--- src/rtl/pattern_sequencer.sv ---
// pattern_sequencer
//
// Hunts a serial line for a programmable, maskable start pattern. On a hit it
// wakes the n-bit receiver, waits for the transmitter to report ready, wakes
// the transmitter, then waits for the end-of-transaction return before hunting
// again. Each wait state can time out, which sets a sticky error flag.
//
// Ports:
//   clk                 in   rising-edge clock
//   rst                 in   synchronous, active-low reset
//   serial_in           in   serial data, one bit per clock, MSB of pattern first
//   transmitter_signal  in   transmitter ready (level), only looked at in WAIT_TR
//   get_back            in   transaction done (level), only looked at in WAIT_BACK
//   clr_err             in   clears timeout_err (a simultaneous timeout wins)
//   wake_nbit           out  one-cycle pulse, starts on the edge sampling the last pattern bit
//   wake_transmitter    out  one-cycle pulse, starts on the edge sampling transmitter_signal=1
//   busy                out  high whenever not hunting
//   timeout_err         out  sticky timeout flag
//   match_count         out  detections so far, wraps modulo 2^CNT_W
//
// Handshake: transmitter_signal and get_back are levels, not pulses. A wait
// state completes on the first edge at which its own input is high (including
// the very first cycle in that state); each input is ignored in every other
// state, so a level left high from an earlier phase cannot skip a step.

module pattern_sequencer #(
  parameter int                 PAT_LEN = 7,
  parameter logic [PAT_LEN-1:0] PATTERN = 7'b0111110,
  parameter logic [PAT_LEN-1:0] MASK    = {PAT_LEN{1'b1}},
  parameter int                 TIMEOUT = 0,
  parameter int                 TO_W    = 8,
  parameter int                 CNT_W   = 8
) (
  input  logic             clk,
  input  logic             rst,
  input  logic             serial_in,
  input  logic             transmitter_signal,
  input  logic             get_back,
  input  logic             clr_err,
  output logic             wake_nbit,
  output logic             wake_transmitter,
  output logic             busy,
  output logic             timeout_err,
  output logic [CNT_W-1:0] match_count
);

  localparam int                FILL_W    = $clog2(PAT_LEN + 1);
  localparam logic [FILL_W-1:0] FILL_FULL = FILL_W'(PAT_LEN);
  localparam bit                TO_EN     = (TIMEOUT != 0);
  // Last tcnt value before a timeout fires; meaningless (and unused) when TO_EN is 0.
  localparam logic [TO_W-1:0]   TO_LAST   = TO_EN ? TO_W'(TIMEOUT - 1) : '0;

  typedef enum logic [2:0] {
    HUNT      = 3'd0,
    RISE_NBIT = 3'd1,
    WAIT_TR   = 3'd2,
    RISE_TR   = 3'd3,
    WAIT_BACK = 3'd4
  } state_t;

  state_t              state_q, state_d;
  logic [PAT_LEN-1:0]  sh_q, sh_d;
  logic [FILL_W-1:0]   fill_q, fill_d;
  logic [TO_W-1:0]     tcnt_q, tcnt_d;
  logic [CNT_W-1:0]    cnt_q, cnt_d;
  logic                err_q, err_d;
  logic                wake_nbit_q, wake_nbit_d;
  logic                wake_tr_q, wake_tr_d;
  logic                busy_q, busy_d;
  logic                timeout_hit;

  // The match looks at the window as it will be after this edge, so the wake
  // pulse lines up with the edge that samples the final pattern bit.
  logic [PAT_LEN-1:0]  sh_next;
  logic [FILL_W-1:0]   fill_next;
  logic                match;

  assign sh_next   = {sh_q[PAT_LEN-2:0], serial_in};
  assign fill_next = (fill_q == FILL_FULL) ? fill_q : fill_q + 1'b1;
  assign match     = (fill_next == FILL_FULL) && (((sh_next ^ PATTERN) & MASK) == '0);

  always_comb begin
    state_d     = state_q;
    sh_d        = sh_q;
    fill_d      = fill_q;
    tcnt_d      = tcnt_q;
    cnt_d       = cnt_q;
    timeout_hit = 1'b0;

    case (state_q)
      HUNT: begin
        if (match) begin
          // Leaving HUNT: forget the window so the next detection needs a full fresh pattern.
          state_d = RISE_NBIT;
          sh_d    = '0;
          fill_d  = '0;
          cnt_d   = cnt_q + 1'b1;
        end else begin
          sh_d   = sh_next;
          fill_d = fill_next;
        end
      end
      RISE_NBIT: begin
        state_d = WAIT_TR;
        tcnt_d  = '0;
      end
      WAIT_TR: begin
        // The ready signal beats a terminal count on the same edge.
        if (transmitter_signal) begin
          state_d = RISE_TR;
        end else if (TO_EN && (tcnt_q == TO_LAST)) begin
          state_d     = HUNT;
          timeout_hit = 1'b1;
        end else begin
          tcnt_d = tcnt_q + 1'b1;
        end
      end
      RISE_TR: begin
        state_d = WAIT_BACK;
        tcnt_d  = '0;
      end
      WAIT_BACK: begin
        if (get_back) begin
          state_d = HUNT;
        end else if (TO_EN && (tcnt_q == TO_LAST)) begin
          state_d     = HUNT;
          timeout_hit = 1'b1;
        end else begin
          tcnt_d = tcnt_q + 1'b1;
        end
      end
      default: begin
        state_d = HUNT;
        sh_d    = '0;
        fill_d  = '0;
      end
    endcase

    // A timeout on the same edge as a clear leaves the flag set.
    err_d = timeout_hit | (err_q & ~clr_err);

    // Outputs are decoded from the next state so they are flops aligned with the state.
    wake_nbit_d = (state_d == RISE_NBIT);
    wake_tr_d   = (state_d == RISE_TR);
    busy_d      = (state_d != HUNT);
  end

  always_ff @(posedge clk) begin
    if (!rst) begin
      state_q     <= HUNT;
      sh_q        <= '0;
      fill_q      <= '0;
      tcnt_q      <= '0;
      cnt_q       <= '0;
      err_q       <= 1'b0;
      wake_nbit_q <= 1'b0;
      wake_tr_q   <= 1'b0;
      busy_q      <= 1'b0;
    end else begin
      state_q     <= state_d;
      sh_q        <= sh_d;
      fill_q      <= fill_d;
      tcnt_q      <= tcnt_d;
      cnt_q       <= cnt_d;
      err_q       <= err_d;
      wake_nbit_q <= wake_nbit_d;
      wake_tr_q   <= wake_tr_d;
      busy_q      <= busy_d;
    end
  end

  assign wake_nbit        = wake_nbit_q;
  assign wake_transmitter = wake_tr_q;
  assign busy             = busy_q;
  assign timeout_err      = err_q;
  assign match_count      = cnt_q;

endmodule

--- config.mk ---
export PLATFORM = sky130hd
export DESIGN_NAME = pattern_sequencer
export DESIGN_NICKNAME = d
export VERILOG_FILES = /design/src/rtl/pattern_sequencer.sv
export SDC_FILE = /design/constraint.sdc
export NUM_CORES = 1
export LEC_CHECK = 0
export CAP_MARGIN = 20
export CORE_MARGIN = 2
export CORE_UTILIZATION = 54
export DETAILED_ROUTE_END_ITERATION = 12
export PLACE_DENSITY_LB_ADDON = 0.08
export SYNTH_ARGS = -nofsm -noshare
export SYNTH_HDL_FRONTEND = slang
export SYNTH_SLANG_ARGS = --single-unit
export TNS_END_PERCENT = 5
--- constraint.sdc ---
create_clock -name clk -period 2.7 [get_ports clk]
set_input_delay 0.405 -clock clk [delete_from_list [all_inputs] [get_ports clk]]
set_output_delay 0.405 -clock clk [all_outputs]
set_load 0.05 [all_outputs]
==> results of run 1 <==
==> through the flow <==
step,util,instance area (µm²)
2_1_floorplan,-,1040
3_3_place_gp,0.696,1230
3_5_place_dp,0.696,1230
4_1_cts,0.726,1280
5_1_grt,0.726,1280
6_report,0.726,1280
==> worst max-delay path by stage <==
| stage | cells past startpoint | from | to | slack [ns] |
|---|---|---|---|---|
| finish | 1 | match_count[0] | match_count[0] | 0.65 |
| global route | 1 | match_count[0] | match_count[0] | 0.60 |
| CTS | 1 | match_count[0] | match_count[0] | 0.65 |
| detailed placement | 5 | serial_in | fill_q[0] | 0.47 |
| global placement | 5 | serial_in | fill_q[0] | 0.52 |
| floorplan | 5 | serial_in | fill_q[0] | 0.95 |
==> layer usage <==
layer,global-route usage,up-vias,routed length (µm)
li1,-,422,-
met1,0.275,399,1050
met2,0.357,12,1040
met3,0.0453,4,55
met4,0.0811,0,20
met5,0,-,0
==> final cells by class <==
type | instances | area [µm²] | area share
Multi-Input combinational cell | 76 | 520 | 0.406
Sequential cell | 24 | 480 | 0.375
Timing Repair Buffer | 19 | 185 | 0.145
Tap cell | 25 | 31.3 | 0.0244
Clock inverter | 1 | 30.0 | 0.0234
Clock buffer | 3 | 22.5 | 0.0176
Inverter | 3 | 11.3 | 0.00879
==> cells by family (layout without fill, tap and decap cells) <==
group,count (synthesis),count (layout),synth area share
flops,24,24,0.463
simple gates,49,49,0.280
fa+ha+maj,2,2,0.0241
buf+inv,8,26,0.0361
compound gates,16,16,0.112
xor+xnor,2,2,0.0169
mux,7,7,0.0687
==> flip-flops by register name (all words and copies together) (netlist names) <==
signal,flops
match_count,8
sh_q,6
fill_q,3
state_q,3
busy,1
timeout_err,1
wake_nbit,1
wake_transmitter,1
==> power breakdown <==
part | leakage [nW] | total (mW) | switching, mW | internal [mW]
logic | 0.264 | 0.0305 | 0.0138 | 0.0166
registers | 0.194 | 0.366 | 0.00530 | 0.361
clock network | 0.0279 | 0.259 | 0.109 | 0.150
total | 0.487 | 0.656 | 0.128 | 0.527
==> cell usage in the layout, fill, tap and decap left out, types with 2 or more instances in the layout <==
cell             count
a32oi_1              5
clkbuf_4             3
a21oi_1              3
dfxtp_1             24
nand4_1              2
xnor2_1              2
a22oi_1              2
inv_1                3
buf_4                2
nor2_1              10
and3_1               2
mux2i_1              6
and2_1               2
nor3_1               6
nand2b_1             5
o21ai_0              2
clkdlybuf4s50_1     17
nand2_1             10
ha_1                 2
nor2b_1              2
==> cells in the mapped netlist, types with 2 or more instances <==
cell      count
ha_1          2
xnor2_1       2
nand4_1       2
mux2i_1       6
clkbuf_1      4
nor3_1        6
nand2_1      10
and2_1        2
nor2b_1       2
nand2b_1      5
dfxtp_1      24
nor2_1       10
inv_1         3
a22oi_1       2
a32oi_1       5
o21ai_0       2
and3_1        2
a21oi_1       3
==> results.yml, run 1 <==
timing:
  relSlewSlack: 0.427
  max_freq_mhz: 487
  hold_slack_ns: 0.490
  min_period_ns: 2.05
  layout_setup_ws_ns: 0.645
  slew_violations: 0
  tightest_slew_ns: 0.853
  fin_worst_skew_ns: 0.00416
  hold_violations: 0
  fin_crit_sh: 0.761
  rsz0062_at_grt: "false"
  setup_viol: 0
  fin_tns_setup_ns: 0
critical_path:
  worstSetupStartpointType: "register"
  path_class: "reg -> out"
  cp-end-kind: "output pin"
  cp_max_fo: 5
  r2r-start: "state_q[1]"
  arrival_ns: 1.65
  rrSetupSlack_ns: 0.91
  critPathBufInv: 1
  cp_top_family: "buffers and inverters"
  cpMaxStageDelayCell: "clkdlybuf4s50_1"
  worst_path_largest_cell_delay_ns: 0.85
  rr_endpoint: "fill_q[0]"
  path_cells: "clkdlybuf4s50_1"
  required_ns: 2.30
  rr_worst_depth: 5
min_path:
  hp-class: "reg -> reg"
  hold_depth: 1
  min_to: "timeout_err"
  hp-start: "timeout_err"
clocking:
  clockBufferDepth: 2
  clkTransAtPathRegs_ns: 0.13
  cts_tree: "done"
  post-cts-setup-buffers: 0
  postCtsHoldBufs: 0
  cts_htree_levels: 1
  cts-root-buf: "clkbuf_4"
  clkLatencyLatePin_ns: 0.31
  clock-sinks: 24
  cts_buffers: 3
  cts_resized: 0
yosys:
  yosys-top-cells-area: "dfxtp_1, mux2i_1, a32oi_1"
  synth_area_um2: 1040
  synth_area_leader_cell: "dfxtp_1"
  synth_top_cell_area_share: 0.463
  synth_edf_count: 0
  ys_seq_area_frac: 0.463
  yosysWarnings: 0
  synth-seq-cells: 24
  async_reset_ff_frac: 0
  ys.flop_type: "dfxtp_1"
  syn_inst: 108
  avgSynthCellArea_um2: 9.62
  yosysUniqueCellTypes: 34
  synth.net_count: 116
placed_design:
  dp_hpwl_um: 1510
  dpl.cell_count: 147
  dp_slack_ns: 0.474
  io_buffers: 17
  gp_congestion: 0.741
routing:
  drtPass1Iterations: 4
  ant_nets: 0
  drtIter0Drc: 13
  drt-total-wl_um: 2170
  wire_per_inst_um: 14.4
  routed_via_density: 5.54
  num_vias: 837
  drc: 0
final_layout:
  nets: 135
  syn2layout_area_growth_pct: 23.4
  diodes: 0
  drive_gt1_frac: 0.0873
  n_fill_cell: 149
  layout.cells.non_filler: 151
die:
  dieWidth_um: 47.9
  boundaryPins: 18
  placementRows: 15
  die_y_um: 47.9
  initial_core_util: 0.589
  die_area_um2: 2290
  coreArea_um2: 1760
global_routing:
  grt-ovfl-total: 0
  global_route.usage.total: 0.216
  antenna_found_initial: 0
  grt_pass1_wl_um: 3380
  first_global_vias: 775
  grt_max_degree: 16
power:
  peakVddDrop_mv: 0.394
  p_total_mw: 0.656
  power.leakage_nw: 0.487
  power_density_nw_per_um2: 512
flow_run:
  maxCapViolations: 0
run_status:
  status: "finished clean"
(Power assumes the default switching activity.)
==> inputs of run 2 (changes only) <==
--- a/config.mk
+++ b/config.mk
@@ -7,7 +7,7 @@
 export LEC_CHECK = 0
 export CAP_MARGIN = 20
 export CORE_MARGIN = 2
-export CORE_UTILIZATION = 54
+export CORE_UTILIZATION = 45
 export DETAILED_ROUTE_END_ITERATION = 12
 export PLACE_DENSITY_LB_ADDON = 0.08
 export SYNTH_ARGS = -nofsm -noshare
==> constraint.sdc (replaced) <==
create_clock -name clk -period 1.8 [get_ports clk]
set_input_delay 0.27 -clock clk [delete_from_list [all_inputs] [get_ports clk]]
set_output_delay 0.27 -clock clk [all_outputs]
set_load 0.05 [all_outputs]
==> results.yml, run 2 (synthesis gave the netlist of run 1 again) <==
flow_run:
  maxCapViolations: 0
die:
  placementRows: 17
  die_y_um: 52.0
  die_area_um2: 2710
  dieWidth_um: 52.0
  coreArea_um2: 2190
  boundaryPins: 18
  initial_core_util: 0.474
global_routing:
  antenna_found_initial: 0
  global_route.usage.total: 0.161
  first_global_vias: 730
  grt_max_degree: 14
  grt_pass1_wl_um: 3250
  grt-ovfl-total: 0
clocking:
  cts_buffers: 3
  clkLatencyLatePin_ns: 0.30
  cts_htree_levels: 1
  clock-sinks: 24
  clockBufferDepth: 2
  cts-root-buf: "clkbuf_4"
  cts_tree: "done"
  clkTransAtPathRegs_ns: 0.12
  postCtsHoldBufs: 0
timing:
  hold_slack_ns: 0.480
  fin_worst_skew_ns: 0.00549
  tightest_slew_ns: 0.501
  setup_viol: 0
  slew_violations: 0
  relSlewSlack: 0.665
  hold_violations: 0
  fin_crit_sh: 0.957
  rsz0062_at_grt: "false"
  max_freq_mhz: 580
  layout_setup_ws_ns: 0.0771
  min_period_ns: 1.72
  fin_tns_setup_ns: 0
power:
  pwr-share-comb: 0.054
  power.leakage_nw: 0.549
  p_sw_frac: 0.203
  power_density_nw_per_um2: 662
  p_seq_frac: 0.633
  p_switching_mw: 0.176
  peakVddDrop_mv: 0.539
  clock_power_share: 0.313
  internal_power_mw: 0.691
routing:
  drc: 0
  drtPass1Iterations: 4
  ant_nets: 0
  drt-total-wl_um: 1910
  wire_per_inst_um: 11.8
  routed_via_density: 5.29
  drtIter0Drc: 20
  num_vias: 851
final_layout:
  multi_input_comb_area_um2: 520
  diodes: 0
  layout_commonest_cell: "dfxtp_1"
  ff_latch_area_um2: 480
  syn2layout_area_growth_pct: 26.1
  layout_common_cells: "dfxtp_1, buf_4, nor2_1, nand2_1, clkdlybuf4s50_1"
  final_area_um2: 1310
  drive_gt1_frac: 0.173
  n_fill_cell: 205
  largest_reg_flops: 8
  utilization: 0.598
  nets: 142
run_status:
  status: "finished clean"
critical_path:
  cp-end-kind: "output pin"
  cp_max_fo: 2
  critPathBufInv: 1
  path_cells: "clkdlybuf4s50_1"
  cp_top_family: "buffers and inverters"
  worstSetupStartpointType: "register"
  arrival_ns: 1.45
  worst_path_largest_cell_delay_ns: 0.80
  cpMaxStageDelayCell: "clkdlybuf4s50_1"
  required_ns: 1.53
  path_class: "reg -> out"
placed_design:
  dp_hpwl_um: 1470
  dp_slack_ns: -0.183
  io_buffers: 17
  dpl_cell_area_um2: 1270
  gp_congestion: 0.791
min_path:
  hp-class: "reg -> reg"
-- run 2: cell count changes in the layout (fill, tap and decap cells not counted) --
| cell | change |
|---|---|
| dlygate4sd2_1 | +1 |
| clkdlybuf4s50_1 | -7 |
| bufinv_16 | -1 |
| buf_4 | +12 |
| dlymetal6s2s_1 | +1 |
| clkbuf_8 | +1 |
-- run 2: worst paths after layout --
path | from | endpoint | slack, ns | cells past startpoint
max | match_count[7] | match_count[7] | 0.08 | 1
min | timeout_err | timeout_err | 0.48 | 1
max reg2reg | state_q[1] | match_count[4] | 0.12 | 5
min reg2reg | timeout_err | timeout_err | 0.48 | 1
-- run 2: area by class of cell --
cell class | count | share of cell area
multi-input cells | 76 | 0.397
repair buffers | 26 | 0.173
flip-flops and latches | 24 | 0.367
clock buffers | 4 | 0.0277
inverters | 3 | 0.00860
well taps | 28 | 0.0267
-- run 2: through the flow --
step	power, mW	instances
finish	0.867	161
global route	0.912	161
CTS	0.881	161
detailed placement	0.608	157
global placement	0.606	157
floorplan	0.586	108
-- run 2: what timing repair did --
action	4_1_cts	5_1_grt
setup buffers	0	0
endpoints found under the setup margin	1	1
gates resized for setup	1	1
-- run 2: power by group through the flow --
stage                     sequential, mW  clock (mW)  combinational [mW]
after global placement             0.560           0              0.0458
after detailed placement           0.560           0              0.0478
after global routing               0.550       0.308              0.0529
final                              0.548       0.271              0.0472
after floorplan                    0.558           0              0.0276
after CTS                          0.548       0.285              0.0479
-- run 2: routing by layer --
metal	wire (µm)	track usage	up-vias
li1	-	-	436
met1	913	0.217	391
met2	899	0.255	22
met3	79	0.0259	2
met4	13	0.0658	0
met5	0	0	-
